File: src/rtl/jtdd_gfx_arb.sv
// jtdd_gfx_arb
// Shares one graphics-ROM SDRAM read port among the char, scroll and object
// layer fetchers. Each layer holds addr+cs on a private ROM-style port and
// waits for ok. A one-entry tag/data cache per layer answers repeat reads
// without touching SDRAM; misses are served one at a time, round-robin.
//
// Ports
//   clk, rst_n            system clock, asynchronous active-low reset
//   downloading           ROM download in progress: caches flushed, no reads
//   char_cs/addr/data/ok  char layer port   (CHAR_AW-bit word address)
//   scr_cs/addr/data/ok   scroll layer port (SCR_AW-bit word address)
//   obj_cs/addr/data/ok   object layer port (OBJ_AW-bit word address)
//   sdram_addr/req        read request to the SDRAM controller, req held to ack
//   sdram_ack             controller accepted the request
//   sdram_rdy/data        read data strobe (one-cycle pulse) and word
//   timeout_cnt           saturating count of fetches dropped by the watchdog
module jtdd_gfx_arb #(
  parameter int                  CHAR_AW     = 15,
  parameter int                  SCR_AW      = 17,
  parameter int                  OBJ_AW      = 18,
  parameter int                  SDRAM_AW    = 22,
  parameter logic [SDRAM_AW-1:0] CHAR_OFFSET = 22'h00000,
  parameter logic [SDRAM_AW-1:0] SCR_OFFSET  = 22'h10000,
  parameter logic [SDRAM_AW-1:0] OBJ_OFFSET  = 22'h30000,
  parameter int                  TIMEOUT     = 255
) (
  input  logic                clk,
  input  logic                rst_n,
  input  logic                downloading,
  input  logic                char_cs,
  input  logic [CHAR_AW-1:0]  char_addr,
  output logic [15:0]         char_data,
  output logic                char_ok,
  input  logic                scr_cs,
  input  logic [SCR_AW-1:0]   scr_addr,
  output logic [15:0]         scr_data,
  output logic                scr_ok,
  input  logic                obj_cs,
  input  logic [OBJ_AW-1:0]   obj_addr,
  output logic [15:0]         obj_data,
  output logic                obj_ok,
  output logic [SDRAM_AW-1:0] sdram_addr,
  output logic                sdram_req,
  input  logic                sdram_ack,
  input  logic                sdram_rdy,
  input  logic [15:0]         sdram_data,
  output logic [7:0]          timeout_cnt
);

  typedef enum logic [1:0] {
    IDLE      = 2'd0,
    WAIT_ACK  = 2'd1,
    WAIT_DATA = 2'd2
  } state_t;

  // Watchdog fires on the cycle the counter holds TIMEOUT-1, so sdram_req
  // stays high for exactly TIMEOUT cycles when the controller never answers.
  localparam logic [7:0] WD_LAST = 8'(TIMEOUT - 1);

  state_t              st, st_nx;
  logic [1:0]          rr;        // highest-priority layer for the next grant
  logic [1:0]          gnt;       // layer owning the fetch in flight
  logic [7:0]          wd;
  logic [2:0]          cs_v, hit, pend, vld;
  logic [SDRAM_AW-1:0] lay_addr [3];
  logic [SDRAM_AW-1:0] req_addr [3];
  logic [SDRAM_AW-1:0] tag      [3];
  logic [15:0]         data     [3];
  logic [1:0]          c1, c2, pick;
  logic                issue, done, tmo;

  function automatic logic [1:0] nxt(input logic [1:0] i);
    return (i == 2'd2) ? 2'd0 : i + 2'd1;
  endfunction

  assign cs_v        = {obj_cs, scr_cs, char_cs};
  assign lay_addr[0] = SDRAM_AW'(char_addr);
  assign lay_addr[1] = SDRAM_AW'(scr_addr);
  assign lay_addr[2] = SDRAM_AW'(obj_addr);
  assign req_addr[0] = CHAR_OFFSET + lay_addr[0];
  assign req_addr[1] = SCR_OFFSET  + lay_addr[1];
  assign req_addr[2] = OBJ_OFFSET  + lay_addr[2];

  always_comb begin
    hit = 3'b000;
    for (int i = 0; i < 3; i++) begin
      hit[i] = vld[i] && (tag[i] == lay_addr[i]);
    end
  end

  assign pend = cs_v & ~hit & {3{~downloading}};

  assign char_ok   = cs_v[0] & hit[0];
  assign scr_ok    = cs_v[1] & hit[1];
  assign obj_ok    = cs_v[2] & hit[2];
  assign char_data = data[0];
  assign scr_data  = data[1];
  assign obj_data  = data[2];

  // Scan rr, rr+1, rr+2 (cyclic); the nearest pending layer wins.
  always_comb begin
    c1   = nxt(rr);
    c2   = nxt(c1);
    pick = rr;
    if (pend[c2]) pick = c2;
    if (pend[c1]) pick = c1;
    if (pend[rr]) pick = rr;
  end

  always_comb begin
    st_nx = st;
    issue = 1'b0;
    done  = 1'b0;
    tmo   = 1'b0;
    case (st)
      IDLE: begin
        if (|pend) begin
          issue = 1'b1;
          st_nx = WAIT_ACK;
        end
      end
      WAIT_ACK: begin
        if (sdram_ack) begin
          // data may come back in the same cycle as the ack
          if (sdram_rdy) begin
            done  = 1'b1;
            st_nx = IDLE;
          end else begin
            st_nx = WAIT_DATA;
          end
        end else if (wd >= WD_LAST) begin
          tmo   = 1'b1;
          st_nx = IDLE;
        end
      end
      WAIT_DATA: begin
        if (sdram_rdy) begin
          done  = 1'b1;
          st_nx = IDLE;
        end else if (wd >= WD_LAST) begin
          tmo   = 1'b1;
          st_nx = IDLE;
        end
      end
      default: st_nx = IDLE;
    endcase
  end

  always_ff @(posedge clk or negedge rst_n) begin
    if (!rst_n) begin
      st          <= IDLE;
      rr          <= 2'd0;
      gnt         <= 2'd0;
      wd          <= 8'd0;
      sdram_req   <= 1'b0;
      sdram_addr  <= '0;
      timeout_cnt <= 8'd0;
      vld         <= 3'b000;
      for (int i = 0; i < 3; i++) begin
        tag[i]  <= '0;
        data[i] <= 16'd0;
      end
    end else begin
      st <= st_nx;
      if (issue) begin
        gnt        <= pick;
        rr         <= nxt(pick);
        sdram_addr <= req_addr[pick];
        sdram_req  <= 1'b1;
        tag[pick]  <= lay_addr[pick];
        vld[pick]  <= 1'b0;
        wd         <= 8'd0;
      end else if (st != IDLE) begin
        wd <= wd + 8'd1;
      end
      if (st == WAIT_ACK && sdram_ack) sdram_req <= 1'b0;
      if (tmo) begin
        sdram_req <= 1'b0;
        if (timeout_cnt != 8'hFF) timeout_cnt <= timeout_cnt + 8'd1;
      end
      // The fetch always lands under the tag captured at grant time; a layer
      // that moved on meanwhile simply misses and is refetched later.
      if (done) begin
        data[gnt] <= sdram_data;
        vld[gnt]  <= ~downloading;
      end
      if (downloading) vld <= 3'b000;
    end
  end

endmodule

File: config.mk
export PLATFORM = sky130hd
export DESIGN_NAME = jtdd_gfx_arb
export DESIGN_NICKNAME = d
export VERILOG_FILES = /design/src/rtl/jtdd_gfx_arb.sv
export SDC_FILE = /design/constraint.sdc
export NUM_CORES = 1
export LEC_CHECK = 0
export BUFFER_PORTS_ARGS = -buffer_cell sky130_fd_sc_hd__buf_2
export CAP_MARGIN = 5
export CELL_PAD_IN_SITES_DETAIL_PLACEMENT = 0
export CELL_PAD_IN_SITES_GLOBAL_PLACEMENT = 1
export CORE_MARGIN = 1.5
export CORE_UTILIZATION = 47
export DETAILED_ROUTE_END_ITERATION = 8
export PLACE_DENSITY_LB_ADDON = 0.3
export SKIP_CTS_REPAIR_TIMING = 1
export SYNTH_ARGS = -nofsm -noshare
export SYNTH_HDL_FRONTEND = slang
export SYNTH_SLANG_ARGS = --single-unit
File: constraint.sdc
create_clock -name clk -period 6.3 [get_ports clk]
set_input_delay 0.945 -clock clk [delete_from_list [all_inputs] [get_ports clk]]
set_output_delay 0.945 -clock clk [all_outputs]
set_load 0.03 [all_outputs]
# --- Yosys cells after proc, flatten, opt, wreduce, memory -nomap -nowiden ---
# Index checks and enable logic that the tools add are counted.
classes:
  n_addsub: 7
  multipliers: 0
  div_mod_pow: 0
  order_cmp: 12
  eq_ne: 10
  shift: 0
  n_mux: 52
  bitwise: 11
  n_reduce_logical: 14
ops:
  columns: ["operator", "n"]
  rows:
  - ["2-to-1 mux 22 bit", 5]
  - ["binary-select mux 22 bit (select 2 bit)", 2]
  - ["bitwise mux 66 bit", 1]
  - ["bitwise mux 48 bit", 1]
  - ["demux 22 bit (select 2 bit)", 1]
  - ["demux 16 bit (select 2 bit)", 1]
  - ["equality test 22 x 15 -> 1 bit", 1]
  - ["equality test 22 x 17 -> 1 bit", 1]
  - ["equality test 22 x 18 -> 1 bit", 1]
  - ["2-to-1 mux 2 bit", 11]
  - ["adder 18 x 18 -> 19 bit, first input constant", 1]
  - ["adder 17 x 17 -> 18 bit, first input constant", 1]
  - ["adder 8 x 1 -> 8 bit, second input constant", 2]
  - ["2-to-1 mux 16 bit", 1]
  - ["2-to-1 mux 8 bit", 2]
  - ["< comparator 2 x 3 -> 1 bit, second input constant", 5]
  - ["2-to-1 mux 1 bit", 15]
  - ["bitwise AND 3 bit", 3]
  - ["2-to-1 mux 3 bit", 3]
  - ["equality test 2 bit, second input constant", 4]
  - [">= comparator 8 bit, second input constant", 1]
  - ["logical AND 1 bit", 8]
  - ["inequality test 8 bit, second input constant", 1]
  - ["adder 2 x 1 -> 2 bit, second input constant", 3]
  - ["other kinds (19)", 31]
totals:
  reg_bits: 162
  latch_bits: 0
  ram_bits: 0
  romBits: 0
  in_bits: 74
  out_inout_bits: 82
  elab_cells: 120
  mem_count: 0

# --- Logic depth before layout (Yosys ltp) ---
depth:
  word_depth: 20
  mapped_depth: 10
  depth_no_buf: 9

# --- Worst setup path before layout ---
# OpenSTA, ideal clock, no wires.
synth_timing:
  path_kind: "in2reg"
  startpoint: "in scr_addr[14]"
  endpoint: "reg tag[10] (netlist bit)"
  setup_time_ns: 0.125
  arrival_ns: 3.300
  required_ns: 6.175
  setup_slack_ns: 2.875
  stages: 9
  n_path_buf: 1
  path_cell_list: "xor2_1 nor4_1 nand3_1 o41ai_4 nor3b_2 a311oi_1 nor3_4 buf_12 mux2_4"
synth_between:
  elab_chain_len: 16
  word_cells_on_any_way: 27
  cone_classes: "2 x order compare; 1 x eq/ne; 17 x mux; 4 x bitwise; 3 x reduce/logical"
synth_lines:
  columns: ["element", "line_no", "source"]
  rows:
  - ["start, declared", "35", "input logic [SCR_AW-1:0] scr_addr,"]
  - ["equality test 22 x 17 -> 1 bit *", "87", "hit[i] = vld[i] && (tag[i] == lay_addr[i]);"]
  - ["logical AND 1 bit *", "87", null]
  - ["inverter 3 bit *", "91", "assign pend = cs_v & ~hit & {3{~downloading}};"]
  - ["bitwise AND 3 bit * (2 in a row)", "91", null]
  - ["binary-select mux 1 bit (select 2 bit)", "105", "if (pend[c2]) pick = c2;"]
  - ["2-to-1 mux 1 bit (implied by the code)", "105", null]
  - ["2-to-1 mux 2 bit", "105", null]
  - ["2-to-1 mux 2 bit", "106", "if (pend[c1]) pick = c1;"]
  - ["2-to-1 mux 2 bit", "107", "if (pend[rr]) pick = rr;"]
  - ["inverter 2 -> 3 bit (implied by the code)", "170", "tag[pick] <= lay_addr[pick];"]
  - [">= comparator 3 bit (implied by the code) or < comparator 3 x 1 -> 1 bit (tied branches)", "170", null]
  - ["logical AND 1 bit (implied by the code)", "170", null]
  - ["2-to-1 mux 22 bit (implied by the code)", "170", null]
  - ["demux 22 bit (select 2 bit)", "170", null]
  - ["bitwise mux 66 bit", "170", null]
  - ["end signal, assigned by index", "170", null]
  - ["end, declared", "67", "logic [SDRAM_AW-1:0] tag [3];"]
# Mark *: on every way between the ends. The rest lies on a longest branch, timed or not. The select of a mux whose other input is x is not followed.
# A chain may end at the register's enable or synchronous reset.

# --- Worst setup path after layout ---
layout_timing:
  startpoint: "in scr_addr[14]"
  endpoint: "reg tag[8] (netlist bit)"
# Same word-level chain as after synthesis.

==> out/metrics.yaml <==
outcome:
  outcome: "finished, final reports clean"
synthesis:
  ys_warn_count: 0
  syn_inst: 567
  synth_top_cell_area_share_pct: 52.04
  yosysUniqueCellTypes: 60
  yosys.area.top_type: "dfrtp_1"
  synthFlopType: "dfrtp_1"
  ys_ff_latch: 147
  synth_area_per_cell_um2: 12.47
  seq_area_frac_synth_pct: 52.04
  synth_area_leaders: "dfrtp_1 (52%), mux2_2 (15%), xnor2_1 (5.0%), a221o_1 (2.1%), mux2_4 (2.1%)"
  yosysMostFrequentCell: "dfrtp_1"
  synth-edff-count: 0
  ys_top_cells_by_count: "dfrtp_1 (147), mux2_2 (94), xnor2_1 (40)"
  syn-cell-area_um2: 7068
  synthArstFlopShare_pct: 100.0
clock_tree:
  numCtsBuffers: 17
  cts_root_buf: "clkbuf_16"
  numClockSinks: 147
  path_clk_slew_ns: 0.06
  cts_max_level: 4
  cts.path.max_buffers: 2
  clk_latency_ns: 0.42
  cts_tree: "yes"
timing:
  max_slew_margin_pct: 25.12
  slew_viol_final: 0
  hold_ws_ns: 0.4799
  min_period_ns: 4.489
  final.setup.tns_ns: 0
  timing.fmax_ghz: 0.2228
  rsz0062_at_grt: "false"
  fin_crit_sh_pct: 71.25
  setup_viol_count_final: 0
  worst_slack_ns: 1.811
  skew_ns: 0.006929
  worstMarginPinSlew_ns: 1.120
  hold_violations: 0
pwr:
  p_sw_share_pct: 39.19
  p_sw_mw: 1.659
  seqPwrFrac_pct: 37.5
  powerDensity_nw_per_um2: 494.7
  comb_power_share_pct: 40.5
  vdd_drop_max_mv: 0.2743
  p_clk_share_pct: 22.1
  p_leak_nw: 4.005
  internal_power_mw: 2.575
  power_mw: 4.234
worst_setup_path:
  cp_num_buf_inv: 2
  crit_family: "simple AND/OR/NAND/NOR gates"
  critical_path_class: "input pin to register"
  path_cells: "buf_2 > xor2_1 > nor4_1 > nand3_1 > o41ai_4 > or3_1 > nand2_1 > nor3_4 > buf_4 > mux2_4"
  arrival_ns: 4.78
  slowest_delay_ns: 0.96
  startpoint_type: "input pin"
  crit_slowest_cell: "nor3_4"
  reg2reg_slack_ns: 2.08
  end_kind: "register"
  cp.required_ns: 6.60
  path_max_fanout: 22
place:
  io_buffer_count: 152
  detailed_place_hpwl_mm: 12.58
  pre_cts_slack_ns: 1.415
  place.gp.congestion: 0.9176
  dp_cells: 890
  dpl-instance-area_um2: 8009
global_route:
  grtUsageTotal_pct: 22.58
  antenna_found_initial: 0
  grt_max_degree: 89
  overflow: 0
  grt_pass1_vias: 5285
  grt_pass1_wl_mm: 27.99
detailed_routing:
  vias: 5196
  drt_iter0_markers: 286
  routed_wl_mm: 17.20
  vias_per_cell: 5.636
  antenna_left: 0
  drcViolationCount: 0
  dr.pass1.iters: 5
  wl_per_cell_um: 18.65
floorplanning:
  row_count: 44
  dieArea_um2: 15780
  initial_utilization_pct: 48.45
  ios: 156
  die_h_um: 125.6
  die_x_um: 125.6
  core_region_area_um2: 14590
finish:
  final_layout_size_suffix_gt1_share_pct: 42.28
  antenna_cells: 0
  instances_no_fill: 922
  nFillCells: 1235
  fin_area_um2: 8559
  ff_latch_area_um2: 3679
  multi_input_area_um2: 3217
  fin_util_pct: 58.67
  num-nets-final: 807
  area_growth_pct: 21.10
run:
  drv_cap: 0
hold_path:
  hp-class: "register to register"
## per-layer routing
metal  track usage, %  share of wire (%)  up-vias
li1                 -                  -     2384
met3            6.245                6.8       21
met4            6.952                1.5        0
met2            34.81                 47      151
met5                0                  0        -
met1            31.25                 44     2640
## power by group through the flow
stage | registers [mW] | logic (mW) | clock network (mW)
2_1_floorplan | 1.94 | 0.863 | 0
3_3_place_gp | 1.57 | 1.69 | 0
3_5_place_dp | 1.60 | 1.72 | 0
4_1_cts | 1.59 | 1.73 | 0.951
5_1_grt | 1.64 | 1.84 | 0.994
6_report | 1.59 | 1.71 | 0.934
## final timing paths
check / from / to / cells after the start
setup / recovery: scr_addr[14] / tag[8] / 10
hold / removal: wd[7] / wd[7] / 1
setup reg to reg: tag[36] / tag[8] / 9
hold reg to reg: wd[7] / wd[7] / 1
max in group asynchronous: rst_n / char_data[7] / 2
min in group asynchronous: rst_n / tag[31] / 1
## worst reg2reg max path, cell delays in order, from the launching register on
cell and delay, ns:
dfrtp_1 0.38, xor2_1 0.14, nor4_1 0.40, nand3_1 0.27
o41ai_4 0.66, or3_1 0.43, nand2_1 0.23, nor3_4 0.96
buf_4 0.32, mux2_4 0.31
## kinds of logic (layout without fill, tap and decap cells)
| kind of cell | after synthesis | in the layout | synth area share (%) |
|---|---|---|---|
| other cells | 1 | 3 | 0.05306 |
| fa+ha+maj | 8 | 8 | 1.416 |
| buf+inv | 37 | 206 | 2.762 |
| simple gates | 133 | 133 | 11.19 |
| xor+xnor | 57 | 57 | 7.063 |
| mux | 104 | 104 | 17.10 |
| flops | 147 | 147 | 52.04 |
| compound gates | 80 | 80 | 8.373 |
## cell usage in the layout, fill, tap and decap left out, types with 4 or more instances in the layout
master / Yosys / final
nand2_1: 18 / 18
clkinvlp_4: 0 / 6
xor2_1: 17 / 17
dfrtp_1: 147 / 147
buf_4: 5 / 9
and4_1: 7 / 7
mux2_4: 10 / 10
buf_2: 4 / 151
nor2b_1: 4 / 4
nor4_1: 6 / 6
ha_1: 8 / 8
and2_1: 16 / 16
nand3_1: 19 / 19
o31ai_1: 6 / 6
xnor2_1: 40 / 40
inv_1: 13 / 13
mux2_2: 94 / 94
a221o_1: 15 / 15
a21oi_1: 18 / 18
nor2_1: 17 / 17
o21ai_0: 17 / 17
clkbuf_16: 0 / 17
nand4_1: 20 / 20
## registers in the layout (all words and copies together), names as in the netlist
| name | flops |
|---|---|
| tag | 54 |
| sdram_req | 1 |
| sdram_addr | 19 |
| rr | 2 |
| scr_data | 16 |
| gnt | 2 |
| char_data | 16 |
| timeout_cnt | 8 |
| wd | 8 |
| obj_data | 16 |
| st | 2 |
| vld | 3 |
## layout make-up
| class | instances | share of cell area, % |
|---|---|---|
| sequential | 147 | 42.98 |
| multi-input combinational | 385 | 37.58 |
| timing repair buffer | 161 | 9.750 |
| clock buffer | 22 | 5.540 |
| tap | 184 | 2.690 |
| clock inverter | 10 | 0.8917 |
| inverter | 13 | 0.5701 |
(Power assumes the default switching activity.)
